`src/rtl/sap_core_param_if.sv`:
```
// Memory bus between sap_core_param and its synchronous single-port program/data memory.
interface sap_core_param_if #(
    parameter int DW = 8,
    parameter int AW = 4
);
    logic [AW-1:0] mem_addr;
    logic          mem_rd_en;
    logic [DW-1:0] mem_rdata;
    logic          mem_wr_en;
    logic [DW-1:0] mem_wdata;

    modport master (output mem_addr, mem_rd_en, mem_wr_en, mem_wdata, input mem_rdata);
    modport slave  (input mem_addr, mem_rd_en, mem_wr_en, mem_wdata, output mem_rdata);
endinterface

```
`src/rtl/sap_core_param.sv`:
```
// Parametrised accumulator CPU core: FETCH/LATCH/DECODE/EXEC sequencer, PC, IR,
// A/B registers, flags, output port and optional MUL/DIV with registered memory strobes.
module sap_core_param #(
    parameter int DW         = 8,
    parameter int AW         = 4,
    parameter int HAS_MULDIV = 1
) (
    input  logic                 clk,
    input  logic                 reset,
    input  logic                 run,
    sap_core_param_if.master     mem,
    output logic                 out_valid,
    output logic [DW-1:0]        out_data,
    output logic [AW-1:0]        pc,
    output logic [DW-1:0]        a_reg,
    output logic [DW-1:0]        b_reg,
    output logic                 flag_z,
    output logic                 flag_c,
    output logic                 halted
);
    typedef enum logic [2:0] {
        S_IDLE, S_FETCH, S_LATCH, S_DECODE, S_EXEC, S_HALT
    } state_e;

    localparam logic [3:0] OP_SUB = 4'b0001, OP_ADD = 4'b0010, OP_STA = 4'b0011;
    localparam logic [3:0] OP_LDB = 4'b0100, OP_LDA = 4'b1000, OP_JMP = 4'b1001;
    localparam logic [3:0] OP_DIV = 4'b1010, OP_JZ  = 4'b1011, OP_MUL = 4'b1100;
    localparam logic [3:0] OP_OUT = 4'b1110, OP_HLT = 4'b1111;

    function automatic logic needs_operand(input logic [3:0] op);
        case (op)
            OP_LDA, OP_LDB, OP_ADD, OP_SUB: needs_operand = 1'b1;
            OP_MUL, OP_DIV:                 needs_operand = (HAS_MULDIV != 0);
            default:                        needs_operand = 1'b0;
        endcase
    endfunction

    state_e          state_q, state_d;
    logic [AW-1:0]   pc_q, pc_d;
    logic [3:0]      ir_op_q, ir_op_d;
    logic [AW-1:0]   ir_m_q, ir_m_d;
    logic [DW-1:0]   a_q, a_d, b_q, b_d;
    logic            z_q, z_d, c_q, c_d;
    logic [DW-1:0]   out_data_q, out_data_d;
    logic            out_valid_q, out_valid_d;
    logic            halted_q, halted_d;
    logic [AW-1:0]   addr_q, addr_d;
    logic            rd_q, rd_d, wr_q, wr_d;
    logic [DW-1:0]   wdata_q, wdata_d;

    logic [3:0]      rd_op;
    logic [AW-1:0]   rd_m;
    logic [DW:0]     sum, diff;
    logic [2*DW-1:0] prod;
    logic [DW-1:0]   quo;

    always_comb begin
        state_d     = state_q;
        pc_d        = pc_q;
        ir_op_d     = ir_op_q;
        ir_m_d      = ir_m_q;
        a_d         = a_q;
        b_d         = b_q;
        z_d         = z_q;
        c_d         = c_q;
        out_data_d  = out_data_q;
        out_valid_d = 1'b0;
        addr_d      = addr_q;
        rd_d        = 1'b0;
        wr_d        = 1'b0;
        wdata_d     = wdata_q;
        rd_op       = mem.mem_rdata[DW-1 -: 4];
        rd_m        = mem.mem_rdata[AW-1:0];
        sum         = {1'b0, a_q} + {1'b0, mem.mem_rdata};
        diff        = {1'b0, a_q} - {1'b0, mem.mem_rdata};
        prod        = {{DW{1'b0}}, a_q} * {{DW{1'b0}}, mem.mem_rdata};
        quo         = (mem.mem_rdata == '0) ? '1 : a_q / mem.mem_rdata;

        case (state_q)
            S_IDLE:  if (run) state_d = S_FETCH;
            S_FETCH: state_d = S_LATCH;
            S_LATCH: begin
                // Strobes seen in DECODE are registered here from the incoming instruction word.
                ir_op_d = rd_op;
                ir_m_d  = rd_m;
                pc_d    = pc_q + AW'(1);
                state_d = S_DECODE;
                if (needs_operand(rd_op)) begin
                    rd_d   = 1'b1;
                    addr_d = rd_m;
                end else if (rd_op == OP_STA) begin
                    wr_d    = 1'b1;
                    addr_d  = rd_m;
                    wdata_d = a_q;
                end else if (rd_op == OP_OUT) begin
                    out_valid_d = 1'b1;
                    out_data_d  = a_q;
                end
            end
            S_DECODE: begin
                if (needs_operand(ir_op_q)) begin
                    state_d = S_EXEC;
                end else if (ir_op_q == OP_HLT) begin
                    state_d = S_HALT;
                end else begin
                    state_d = S_FETCH;
                    if (ir_op_q == OP_JMP || (ir_op_q == OP_JZ && z_q)) pc_d = ir_m_q;
                end
            end
            S_EXEC: begin
                state_d = S_FETCH;
                case (ir_op_q)
                    OP_LDA: begin a_d = mem.mem_rdata; z_d = (mem.mem_rdata == '0); c_d = 1'b0; end
                    OP_LDB: begin b_d = mem.mem_rdata; z_d = (mem.mem_rdata == '0); c_d = 1'b0; end
                    OP_ADD: begin b_d = sum[DW-1:0];  z_d = (sum[DW-1:0] == '0);  c_d = sum[DW]; end
                    OP_SUB: begin b_d = diff[DW-1:0]; z_d = (diff[DW-1:0] == '0); c_d = diff[DW]; end
                    OP_MUL: begin
                        b_d = prod[DW-1:0];
                        z_d = (prod[DW-1:0] == '0);
                        c_d = |prod[2*DW-1:DW];
                    end
                    OP_DIV: begin b_d = quo; z_d = (quo == '0); c_d = (mem.mem_rdata == '0); end
                    default: ;
                endcase
            end
            S_HALT:  if (run) state_d = S_FETCH;
            default: state_d = S_IDLE;
        endcase

        // Every entry into FETCH issues the instruction read at the (possibly redirected) pc.
        if (state_d == S_FETCH) begin
            rd_d   = 1'b1;
            addr_d = pc_d;
        end
        halted_d = (state_d == S_HALT);
    end

    always_ff @(posedge clk) begin
        if (reset) begin
            state_q     <= S_IDLE;
            pc_q        <= '0;
            ir_op_q     <= '0;
            ir_m_q      <= '0;
            a_q         <= '0;
            b_q         <= '0;
            z_q         <= 1'b0;
            c_q         <= 1'b0;
            out_data_q  <= '0;
            out_valid_q <= 1'b0;
            halted_q    <= 1'b0;
            addr_q      <= '0;
            rd_q        <= 1'b0;
            wr_q        <= 1'b0;
            wdata_q     <= '0;
        end else begin
            state_q     <= state_d;
            pc_q        <= pc_d;
            ir_op_q     <= ir_op_d;
            ir_m_q      <= ir_m_d;
            a_q         <= a_d;
            b_q         <= b_d;
            z_q         <= z_d;
            c_q         <= c_d;
            out_data_q  <= out_data_d;
            out_valid_q <= out_valid_d;
            halted_q    <= halted_d;
            addr_q      <= addr_d;
            rd_q        <= rd_d;
            wr_q        <= wr_d;
            wdata_q     <= wdata_d;
        end
    end

    assign mem.mem_addr  = addr_q;
    assign mem.mem_rd_en = rd_q;
    assign mem.mem_wr_en = wr_q;
    assign mem.mem_wdata = wdata_q;
    assign out_valid     = out_valid_q;
    assign out_data      = out_data_q;
    assign pc            = pc_q;
    assign a_reg         = a_q;
    assign b_reg         = b_q;
    assign flag_z        = z_q;
    assign flag_c        = c_q;
    assign halted        = halted_q;
endmodule

```
`src/flat_wrapper.sv`:
```
// flat-port wrapper written by rule: the top's interface ports become plain ports
module sap_core_param_flat 
#(
    parameter int DW         = 8,
    parameter int AW         = 4,
    parameter int HAS_MULDIV = 1
)
  (clk, reset, run, out_valid, out_data, pc, a_reg, b_reg, flag_z, flag_c, halted, mem_mem_addr, mem_mem_rd_en, mem_mem_wr_en, mem_mem_wdata, mem_mem_rdata);
  sap_core_param_if #(.DW(DW), .AW(AW)) mem_i ();
  input  logic clk;
  input  logic reset;
  input  logic run;
  output logic out_valid;
  output logic [DW-1:0] out_data;
  output logic [AW-1:0] pc;
  output logic [DW-1:0] a_reg;
  output logic [DW-1:0] b_reg;
  output logic flag_z;
  output logic flag_c;
  output logic halted;
  output wire logic [$bits(mem_i.mem_addr)-1:0] mem_mem_addr;
  output wire logic [$bits(mem_i.mem_rd_en)-1:0] mem_mem_rd_en;
  output wire logic [$bits(mem_i.mem_wr_en)-1:0] mem_mem_wr_en;
  output wire logic [$bits(mem_i.mem_wdata)-1:0] mem_mem_wdata;
  input wire logic [$bits(mem_i.mem_rdata)-1:0] mem_mem_rdata;
  assign mem_mem_addr = mem_i.mem_addr;
  assign mem_mem_rd_en = mem_i.mem_rd_en;
  assign mem_mem_wr_en = mem_i.mem_wr_en;
  assign mem_mem_wdata = mem_i.mem_wdata;
  assign mem_i.mem_rdata = mem_mem_rdata;
  sap_core_param #(.DW(DW), .AW(AW), .HAS_MULDIV(HAS_MULDIV)) u_core (.clk(clk), .reset(reset), .run(run), .mem(mem_i), .out_valid(out_valid), .out_data(out_data), .pc(pc), .a_reg(a_reg), .b_reg(b_reg), .flag_z(flag_z), .flag_c(flag_c), .halted(halted));
endmodule
```
`config.mk`:
```
export PLATFORM = sky130hd
export DESIGN_NAME = sap_core_param_flat
export DESIGN_NICKNAME = d
export VERILOG_FILES = /design/src/rtl/sap_core_param_if.sv /design/src/rtl/sap_core_param.sv /design/src/flat_wrapper.sv
export SDC_FILE = /design/constraint.sdc
export NUM_CORES = 1
export LEC_CHECK = 0
export ABC_AREA = 1
export CAP_MARGIN = 5
export CORE_UTILIZATION = 40
export DETAILED_ROUTE_END_ITERATION = 8
export PLACE_DENSITY_LB_ADDON = 0.12
export SLEW_MARGIN = 20
export SYNTH_ARGS = -nofsm -noshare
export SYNTH_HDL_FRONTEND = slang
export SYNTH_SLANG_ARGS = --single-unit
```
`constraint.sdc`:
```
create_clock -name clk -period 26.9 [get_ports clk]
set_input_delay 4.035 -clock clk [delete_from_list [all_inputs] [get_ports clk]]
set_output_delay 4.035 -clock clk [all_outputs]
set_load 0.02 [all_outputs]
```
==> results of run 1 <==
[path summary, 6_finish.rpt]
path | end | depth (start not counted)
hold / removal | u_core.b_reg[1]$_SDFFE_PP0P_ | 2
setup reg to reg | u_core.flag_z$_SDFFE_PP0P_ | 62
hold reg to reg | u_core.b_reg[1]$_SDFFE_PP0P_ | 2
setup / recovery | u_core.flag_z$_SDFFE_PP0P_ | 64
[kinds of logic after synthesis]
kind of cell / Yosys count
flip-flops: 57
XOR/XNOR: 18
AND/OR/NAND/NOR: 533
AO/OA/AOI/OAI: 178
adder cells (fa/ha/maj): 130
buffers and inverters: 272
[critical path, delay by kind of cell]
family / cells / cell delay (ps)
and+or+nand+nor: 34 / 4030
adders and majority gates: 8 / 2430
AOI/OAI and AO/OA: 14 / 2460
buffers and inverters: 8 / 1540
[power groups by stage]
stage / combinational, mW / sequential (mW) / clock [mW]
2_1_floorplan: 0.0642 / 0.104 / 0
3_3_place_gp: 0.0956 / 0.0994 / 0
3_5_place_dp: 0.0955 / 0.0995 / 0
4_1_cts: 0.0961 / 0.0977 / 0.126
5_1_grt: 0.108 / 0.0988 / 0.130
6_report: 0.0968 / 0.0978 / 0.124
[per-stage QoR]
step,instance area (µm²),worst slack [ps]
after global placement,8343,12630
final,8673,12630
after floorplan,7584,14610
after global routing,8673,11470
after CTS,8673,12710
after detailed placement,8343,12400
[synthesized netlist by cell type (all sizes together)]
cell type / instances / area share [%]
nand2: 295 / 15
inv: 232 / 12
nor2: 102 / 5.5
ha: 92 / 15
o21ai: 83 / 5.8
nand3: 76 / 5.2
a21oi: 72 / 4.9
dfxtp: 57 / 15
fa: 38 / 10
nand4: 27 / 2.2
clkbuf: 25 / 1.3
buf: 14 / 1.2
xor2: 13 / 1.5
nor3: 11 / 0.79
or2: 10 / 0.82
and2: 5 / 0.41
o211ai: 5 / 0.50
xnor2: 5 / 0.58
nor3b: 3 / 0.30
o21a: 3 / 0.30
o21bai: 3 / 0.30
o221ai: 3 / 0.35
a211oi: 2 / 0.20
o2111ai: 2 / 0.23
o31ai: 2 / 0.20
or3: 2 / 0.16
a22oi: 1 / 0.099
a31oi: 1 / 0.083
clkinv: 1 / 0.049
nand3b: 1 / 0.099
nor4: 1 / 0.083
o22ai: 1 / 0.083
[cell type report]
type	instances	area, µm²	area share [%]
multi-input cells	859	5385	62.09
inverters	233	879.6	10.14
well taps	229	286.5	3.304
clock inverters	5	77.57	0.8944
repair buffers	68	650.6	7.501
clock buffers	11	252.7	2.914
flip-flops and latches	57	1141	13.16
[layer usage]
layer,up-vias,global-route usage (%)
li1,3845,-
met1,3333,33.26
met4,0,4.106
met3,18,4.164
met2,182,35.45
met5,-,0
[placed cells by master (no fill, tap or decap), types with 6 or more instances in the layout]
cell type / synthesis / routed
buf_4: 2 / 12
dfxtp_1: 57 / 57
o21ai_0: 75 / 75
inv_1: 229 / 229
a21oi_1: 69 / 69
clkbuf_16: 0 / 9
nor2_1: 95 / 95
xor2_1: 13 / 13
or2_2: 10 / 10
nor2_2: 6 / 6
fa_1: 38 / 38
nand3_1: 73 / 73
nand2_1: 288 / 288
clkdlybuf4s50_1: 0 / 56
o21ai_2: 7 / 7
ha_1: 92 / 92
nand4_1: 27 / 27
nor3_1: 10 / 9
==> impl_metrics.py, run 1 <==
metrics = {
    "run_status": {
        "outcome": "complete, no violations",
    },
    "sta": {
        "finalCritPeriodShare_pct": 53.05,
        "final.setup.tns_ps": 0,
        "rsz0062_at_grt": "false",
        "fmax_mhz": 70.07,
        "hold_violations": 0,
        "skew_ps": 5.543,
        "post-route-min-period_ps": 14270,
        "whs_ps": 461.0,
        "worstMarginPinSlew_ps": 1026,
        "setup_viol": 0,
        "maxSlewHeadroom_pct": 31.51,
        "drv_slew": 0,
    },
    "worst_setup_path": {
        "setup.reg_to_reg.worst_slack_ps": 16860,
        "end_kind": "register",
        "setup.worst_path.start": "mem_mem_rdata[0]",
        "critical-path-slowest-cell": "o21ai_0",
        "crit_path_start_kind": "primary input",
        "crit_top_cell": "nand2_1",
        "crit_fanout": 14,
        "crit_arrival_ps": 14530,
        "crit_type": "primary input to register",
        "cp.required_ps": 27160,
        "rr_startpoint": "u_core.a_reg[7]$_SDFFE_PP0P_",
        "cp_slowest_stage_delay_ps": 620,
    },
    "cells_and_area": {
        "layout.nets": 1369,
        "final_util_pct": 47.47,
        "drive_above_1_share_pct": 5.677,
        "antenna_cells": 0,
        "areaGrowthSynthToFinish_pct": 14.37,
        "layout.cells.non_filler": 1462,
        "nFillCells": 1917,
    },
    "global_routing": {
        "grt_pass1_vias": 6696,
        "grt_usage_pct": 22.94,
        "grt_pass1_wl_um": 35230,
        "overflow": 0,
        "grt_max_degree": 40,
        "antenna_found_initial": 0,
    },
    "drt": {
        "drt_iter0_markers": 548,
        "drt_first_pass_iters": 5,
        "top_layer": "met4",
        "via_count": 7378,
        "wl_per_cell_um": 14.98,
        "final_antenna_net_count": 0,
        "dr_wl_met2_um": 9446,
        "drt-met1-wl_um": 10880,
        "wl_um": 21910,
        "via_per_inst": 5.047,
        "remaining_drc_errors": 0,
        "wl_met3_um": 1295,
    },
    "floorplanning": {
        "die_h_um": 139.7,
        "start_util_pct": 41.51,
        "fp-row-count": 49,
        "die_w_um": 139.7,
        "num_io_pins": 57,
        "core_um2": 18270,
        "die_area_um2": 19510,
    },
    "hold_path": {
        "hold_path_class": "register to register",
        "min_from": "u_core.b_reg[1]$_SDFFE_PP0P_",
    },
    "pwr": {
        "ir_drop_mv": 0.03240,
        "p_sw_uw": 107.1,
        "power_uw": 318.9,
        "power_frac_comb_pct": 30.4,
        "p_leak_nw": 4.810,
        "power_frac_clock_pct": 39.0,
        "seq_power_share_pct": 30.7,
        "power.density_nw_per_um2": 36.77,
        "p_int_uw": 211.8,
        "sw_frac_of_total_pct": 33.58,
    },
    "synthesis": {
        "ys_types": 46,
        "synth.avg_cell_area_um2": 6.383,
        "yosysWarnings": 0,
        "synth.cell_area_um2": 7584,
        "synth_cells": 1188,
        "yosysSeqAreaShare_pct": 15.05,
        "synth-simple-area-share_pct": 30.61,
        "synth_compound_area_share_pct": 13.05,
        "synth_top_family_by_area": "simple AND/OR/NAND/NOR gates",
        "synth_xor_area_share_pct": 2.079,
        "ys_ff_latch": 57,
        "synth-adder-area-share_pct": 25.21,
        "muxShareOfSynthArea_pct": 0,
        "synth_fp_nets": 1329,
    },
    "clocking": {
        "cts_tree": "yes",
        "ctsResizeCount": 0,
        "clockBufferDepth": 2,
        "cts.clk_slew.worst_paths_ps": 50,
        "numCtsBuffers": 9,
        "cts_setup_buffers": 0,
        "cts_max_level": 3,
        "holdBufCountCts": 0,
        "worstSkewPairLatency_ps": 330,
        "cts_sinks": 57,
        "cts-root-buf": "clkbuf_16",
    },
    "place": {
        "dp_hpwl_um": 16960,
        "dp.cells": 1446,
        "port_buffers": 56,
        "gp_congestion": 0.9195,
    },
    "job": {
        "cap_violations": 0,
    },
}
Note: power is estimated with default switching activity, not from simulation.
==> inputs of run 2 (changes only) <==
- clock period: 26.9 -> 13.45 ns (I/O delays scaled with it)
==> run 2 against run 1 <==
Compared with the run above: die area did not move; non-clock buffer count rose by 2; clock-buffer cell count rose by 2; register-to-register slack got worse by 14000 ps; clock skew fell by 1.3 ps; sequential power rose by 100%; first-iteration DRC count fell by 8.6%; sequential share of layout area rose by 0.061 points; via count rose by 0.56%; sequential cell count did not move.
==> impl_metrics.py, run 2 (synthesis gave the netlist of run 1 again) <==
metrics = {
    "floorplanning": {
        "core_um2": 18270,
        "fp-row-count": 49,
        "die_area_um2": 19510,
        "die_w_um": 139.7,
        "die_h_um": 139.7,
        "num_io_pins": 57,
        "start_util_pct": 41.51,
    },
    "clocking": {
        "ctsResizeCount": 0,
        "worstSkewPairLatency_ps": 320,
        "holdBufCountCts": 0,
        "cts_setup_buffers": 0,
        "cts-root-buf": "clkbuf_16",
        "cts_tree": "yes",
        "numCtsBuffers": 9,
        "clockBufferDepth": 2,
        "cts_max_level": 3,
        "cts.clk_slew.worst_paths_ps": 50,
        "cts_sinks": 57,
    },
    "global_routing": {
        "grt_pass1_vias": 6888,
        "grt_pass1_wl_um": 35410,
        "antenna_found_initial": 0,
        "overflow": 0,
        "grt_usage_pct": 22.91,
        "grt_max_degree": 40,
    },
    "worst_setup_path": {
        "worstRegToRegCells": 60,
        "critical-path-slowest-cell": "clkdlybuf4s50_1",
        "cp_slowest_stage_delay_ps": 800,
        "setup.reg_to_reg.worst_slack_ps": 2830,
        "critical_path.top_delay_family": "simple AND/OR/NAND/NOR gates",
        "crit_fanout": 13,
        "cp_num_cells": 61,
        "path_buf_inv": 6,
        "endpoint": "u_core.flag_z$_SDFFE_PP0P_",
        "setup.worst_path.start": "mem_mem_rdata[6]",
        "crit_type": "primary input to register",
        "crit_path_start_kind": "primary input",
        "cp.required_ps": 13700,
        "timing.rr.end": "u_core.flag_z$_SDFFE_PP0P_",
        "crit_arrival_ps": 12450,
        "crit_top_cell": "nand2_1",
        "end_kind": "register",
        "rr_startpoint": "u_core.a_reg[7]$_SDFFE_PP0P_",
    },
    "cells_and_area": {
        "multi_input_area_um2": 5385,
        "drive_above_1_share_pct": 5.668,
        "layout.nets": 1371,
        "final_util_pct": 47.25,
        "design_area_um2": 8633,
        "seqCellArea_um2": 1141,
        "antenna_cells": 0,
        "layout_commonest_cell": "nand2_1",
        "areaGrowthSynthToFinish_pct": 13.84,
        "nFillCells": 1949,
        "layout_common_cells": "nand2_1 (288), inv_1 (229), nor2_1 (95), ha_1 (92), o21ai_0 (75)",
    },
    "sta": {
        "maxSlewHeadroom_pct": 31.67,
        "fmax_mhz": 81.97,
        "drv_slew": 0,
        "worstMarginPinSlew_ps": 1024,
        "setup_viol": 0,
        "finalCritPeriodShare_pct": 90.70,
        "post-route-min-period_ps": 12200,
        "hold_violations": 0,
        "rsz0062_at_grt": "false",
        "skew_ps": 4.274,
        "final.setup.tns_ps": 0,
    },
    "place": {
        "gp_congestion": 0.9243,
        "port_buffers": 56,
        "dp_hpwl_um": 17020,
        "placedInstanceArea_um2": 8358,
    },
    "drt": {
        "wl_um": 21770,
        "remaining_drc_errors": 0,
        "dr_wl_met2_um": 9321,
        "wl_met3_um": 1208,
        "drt_iter0_markers": 501,
        "drt-met1-wl_um": 10980,
        "wl_per_cell_um": 14.87,
        "top_layer": "met4",
        "drt_first_pass_iters": 5,
        "via_count": 7419,
        "final_antenna_net_count": 0,
        "via_per_inst": 5.068,
    },
    "pwr": {
        "p_leak_nw": 4.796,
        "power.density_nw_per_um2": 69.09,
        "ir_drop_mv": 0.06441,
    },
    "hold_path": {
        "hold_path_class": "register to register",
        "min_from": "u_core.b_reg[6]$_SDFFE_PP0P_",
    },
    "job": {
        "cap_violations": 0,
    },
    "run_status": {
        "outcome": "complete, no violations",
    },
}
run 2: changes by cell type in the layout (fill, tap and decap cells not counted):
cell        change
clkinvlp_4      -1
bufinv_16       -2
clkinv_2        +1
clkbuf_1        +2
buf_4           +2
run 2: worst min-delay path by stage:
stage               depth (start not counted)                       endpoint
global placement                            2   u_core.b_reg[1]$_SDFFE_PP0P_
global route                                2   u_core.b_reg[3]$_SDFFE_PP0P_
floorplan                                   2  u_core.ir_m_q[0]$_SDFFE_PP0P_
finish                                      2   u_core.b_reg[6]$_SDFFE_PP0P_
CTS                                         2   u_core.b_reg[6]$_SDFFE_PP0P_
detailed placement                          2   u_core.b_reg[6]$_SDFFE_PP0P_
run 2: report_power, final:
part,switching [mW],internal [mW],total (mW)
combinational,0.125,0.0681,0.193
clock,0.0740,0.133,0.207
sequential,0.0105,0.185,0.196
run 2: tightest hold or removal path, cell delays in order (launching register included):
cell and delay, ps:
dfxtp_1 300, nand2_1 60, a21oi_1 50
run 2: stage by stage:
stage               std cells  worst slack [ps]  total power, mW  hold slack (ps)
floorplan                1188              3176           0.3364            497.7
global placement         1448              1331           0.3902            452.0
detailed placement       1448              1125           0.3903            457.0
CTS                      1464              1413           0.5991            465.1
global route             1464             224.7           0.6330            486.7
finish                   1464              1251           0.5965            461.3
run 2: cell type report:
type / count / area share, %
clock buffers: 13 / 3.014
clock inverters: 3 / 0.1739
inverters: 233 / 10.19
multi-input cells: 859 / 62.38
flip-flops and latches: 57 / 13.22
well taps: 229 / 3.319
repair buffers: 70 / 7.710
run 2: per-layer routing:
layer	vias to the layer above	GRT usage [%]
met1	3347	32.81
met3	20	3.889
met5	-	0
met2	204	36.16
li1	3848	-
met4	0	4.049
==> inputs of run 3 (changes only) <==
- CTS_CLUSTER_DIAMETER: not set -> 80
- HOLD_SLACK_MARGIN: not set -> 0.1
==> results of run 3 <==
Same layout as run 2: the final DEF is identical, and so are final timing and power.
==> patch (settings of run 1) <==
`HAS_MULDIV` is set to 1 in 2 places; all go to 0.
--- a/src/rtl/sap_core_param.sv
+++ b/src/rtl/sap_core_param.sv
@@ -5,3 +5,3 @@
     parameter int AW         = 4,
-    parameter int HAS_MULDIV = 1
+    parameter int HAS_MULDIV = 0
 ) (
--- a/src/flat_wrapper.sv
+++ b/src/flat_wrapper.sv
@@ -5,3 +5,3 @@
     parameter int AW         = 4,
-    parameter int HAS_MULDIV = 1
+    parameter int HAS_MULDIV = 0
 )
Formal check against the unedited RTL: not equivalent (a bounded check fails within 4 cycles, from zero or initial values and one cycle with reset high).
==> patch against run 1 <==
  * Die area is 0.72% higher
  * Wire length is 2.9% higher
  * Sequential cell count stayed put
  * Total power is 6.1% lower
  * Design area is 0.62% higher
  * Area after synthesis is 0.73% higher
  * Combinational power is 9.9% lower
  * Setup slack better by 0.66 ns
  * Critical endpoint unchanged
  * Largest power group unchanged
==> patch: results (changes against run 1) <==
stage,metric,value,unit,change
status,status,finished clean,,
final_layout,# nets final,1375,,+0.44%
synth,syn_nets,1330,,+0.075%
global_route,global-route wire length before repair,36800,microns,+4.4%
synth,Yosys cell types,50,,+8.7%
detailed_routing,DRT met1 WL,11400,microns,+5.2%
critical_path,max incr delay on CP,0.46,ns,-0.16 ns
critical_path,"Slowest-stage cell, CP",clkdlybuf4s50_1,,
sta,Clock Skews,0.00629,ns,+0.000743 ns
synth,sequential area share after synthesis,14.9,%,-0.11 points
detailed_routing,Wirelength per Cell,15.3,microns,+2.1%
final_layout,Post-Layout Cell Count,1473,,+0.75%
synth,Mapped Cells,1189,,+0.084%
global_route,met2 Usage GRT,37.6,%,+2.2 points
place,placer's final routability congestion estimate,0.917,,-0.27%
power_and_ir_drop,switching power,105,uW,-2.1%
power_and_ir_drop,Worst VDD drop,0.0285,mV,-12%
global_route,vias in the first global route,6992,,+4.4%
global_route,gr usage total,24.0,%,+1.1 points
detailed_routing,vias,7496,,+1.6%
min_path,hold_sp,u_core.b_reg[3],,
synth,cells taking the most area after synthesis,"nand2_1 (16%), ha_1 (15%), dfxtp_1 (15%)",,
sta,Worst slew margin,27.8,%,-3.7 points
global_route,met3 GRT Util,3.49,%,-0.68 points
place,HPWL after DPL,17500,microns,+3.3%
place,Area after DPL,0.00842,sq mm,+0.93%
critical_path,CP max FO,13,,-1
detailed_routing,met3 WL,1020,microns,-22%
detailed_routing,WL met2,9850,microns,+4.3%
detailed_routing,DR iter-0 viols,524,,-4.4%
global_route,largest net degree at the start of global routing,39,,-2.5%
clock_tree,postcts setup bufs,0,,unchanged
global_route,met1 usage,35.0,%,+1.8 points
place,pre-CTS setup slack,13.00,ns,+0.597 ns
critical_path,WP data arrival,13.86,ns,-0.67 ns
power_and_ir_drop,cell leakage power,4.85,nW,+0.92%
synth,Commonest cells post-synth,"nand2_1 (319), inv_1 (210), ha_1 (92), nor2_1 (79), a21oi_1 (70)",,
final_layout,share of layout cells above drive strength 1,7.67,%,+2.0 points
-- patch: cell count changes in the layout (fill, tap and decap cells not counted), sizes merged, moves of 2 or more --
cell and change:
nand2 +34, inv -4, o221ai -3, or2 -3, a31oi +5, o21ai -3
nor3b -2, nand4 -6, nand3 -4, o21a -2, nand3b +3, xor2 +3
nor2 -9
-- patch: power by group through the flow --
stage               registers, mW  logic (mW)  clock network (mW)
finish                     0.0970      0.0872               0.115
global route               0.0978      0.0985               0.123
CTS                        0.0971      0.0871               0.118
detailed placement         0.0987      0.0867                   0
global placement           0.0989      0.0867                   0
floorplan                   0.101      0.0587                   0
-- patch: worst reg2reg max path: cells and delay by family, from the launching register on --
family | cells | cell delay (ns)
AOI/OAI and AO/OA | 11 | 1.62
xor gates and xnor gates | 1 | 0.16
adders and majority gates | 8 | 2.39
buffers and inverters | 9 | 0.84
DFF | 1 | 0.87
and+or+nand+nor | 35 | 3.91
-- patch: area by class of cell --
cell class	count	area, sq um
clock inverter	6	67.6
multi-input combinational	869	5470
fill	1970	9980
inverter	229	866
timing repair buffer	68	651
sequential	57	1140
tap	234	293
clock buffer	10	239
-- patch: final timing paths --
kind | endpoint | slack [ns] | cells past startpoint
hold reg to reg | u_core.b_reg[3] | 0.46 | 2
hold / removal | u_core.b_reg[3] | 0.46 | 2
setup / recovery | u_core.flag_z | 13.29 | 67
setup reg to reg | u_core.flag_z | 17.02 | 64
-- patch: kinds of logic after synthesis --
group | after synthesis | synth area share [%]
compound gates | 176 | 12.9
xor+xnor | 20 | 2.29
fa+ha+maj | 130 | 25.0
buf+inv | 263 | 13.4
flops | 57 | 14.9
mux | 1 | 0.147
simple gates | 542 | 31.3
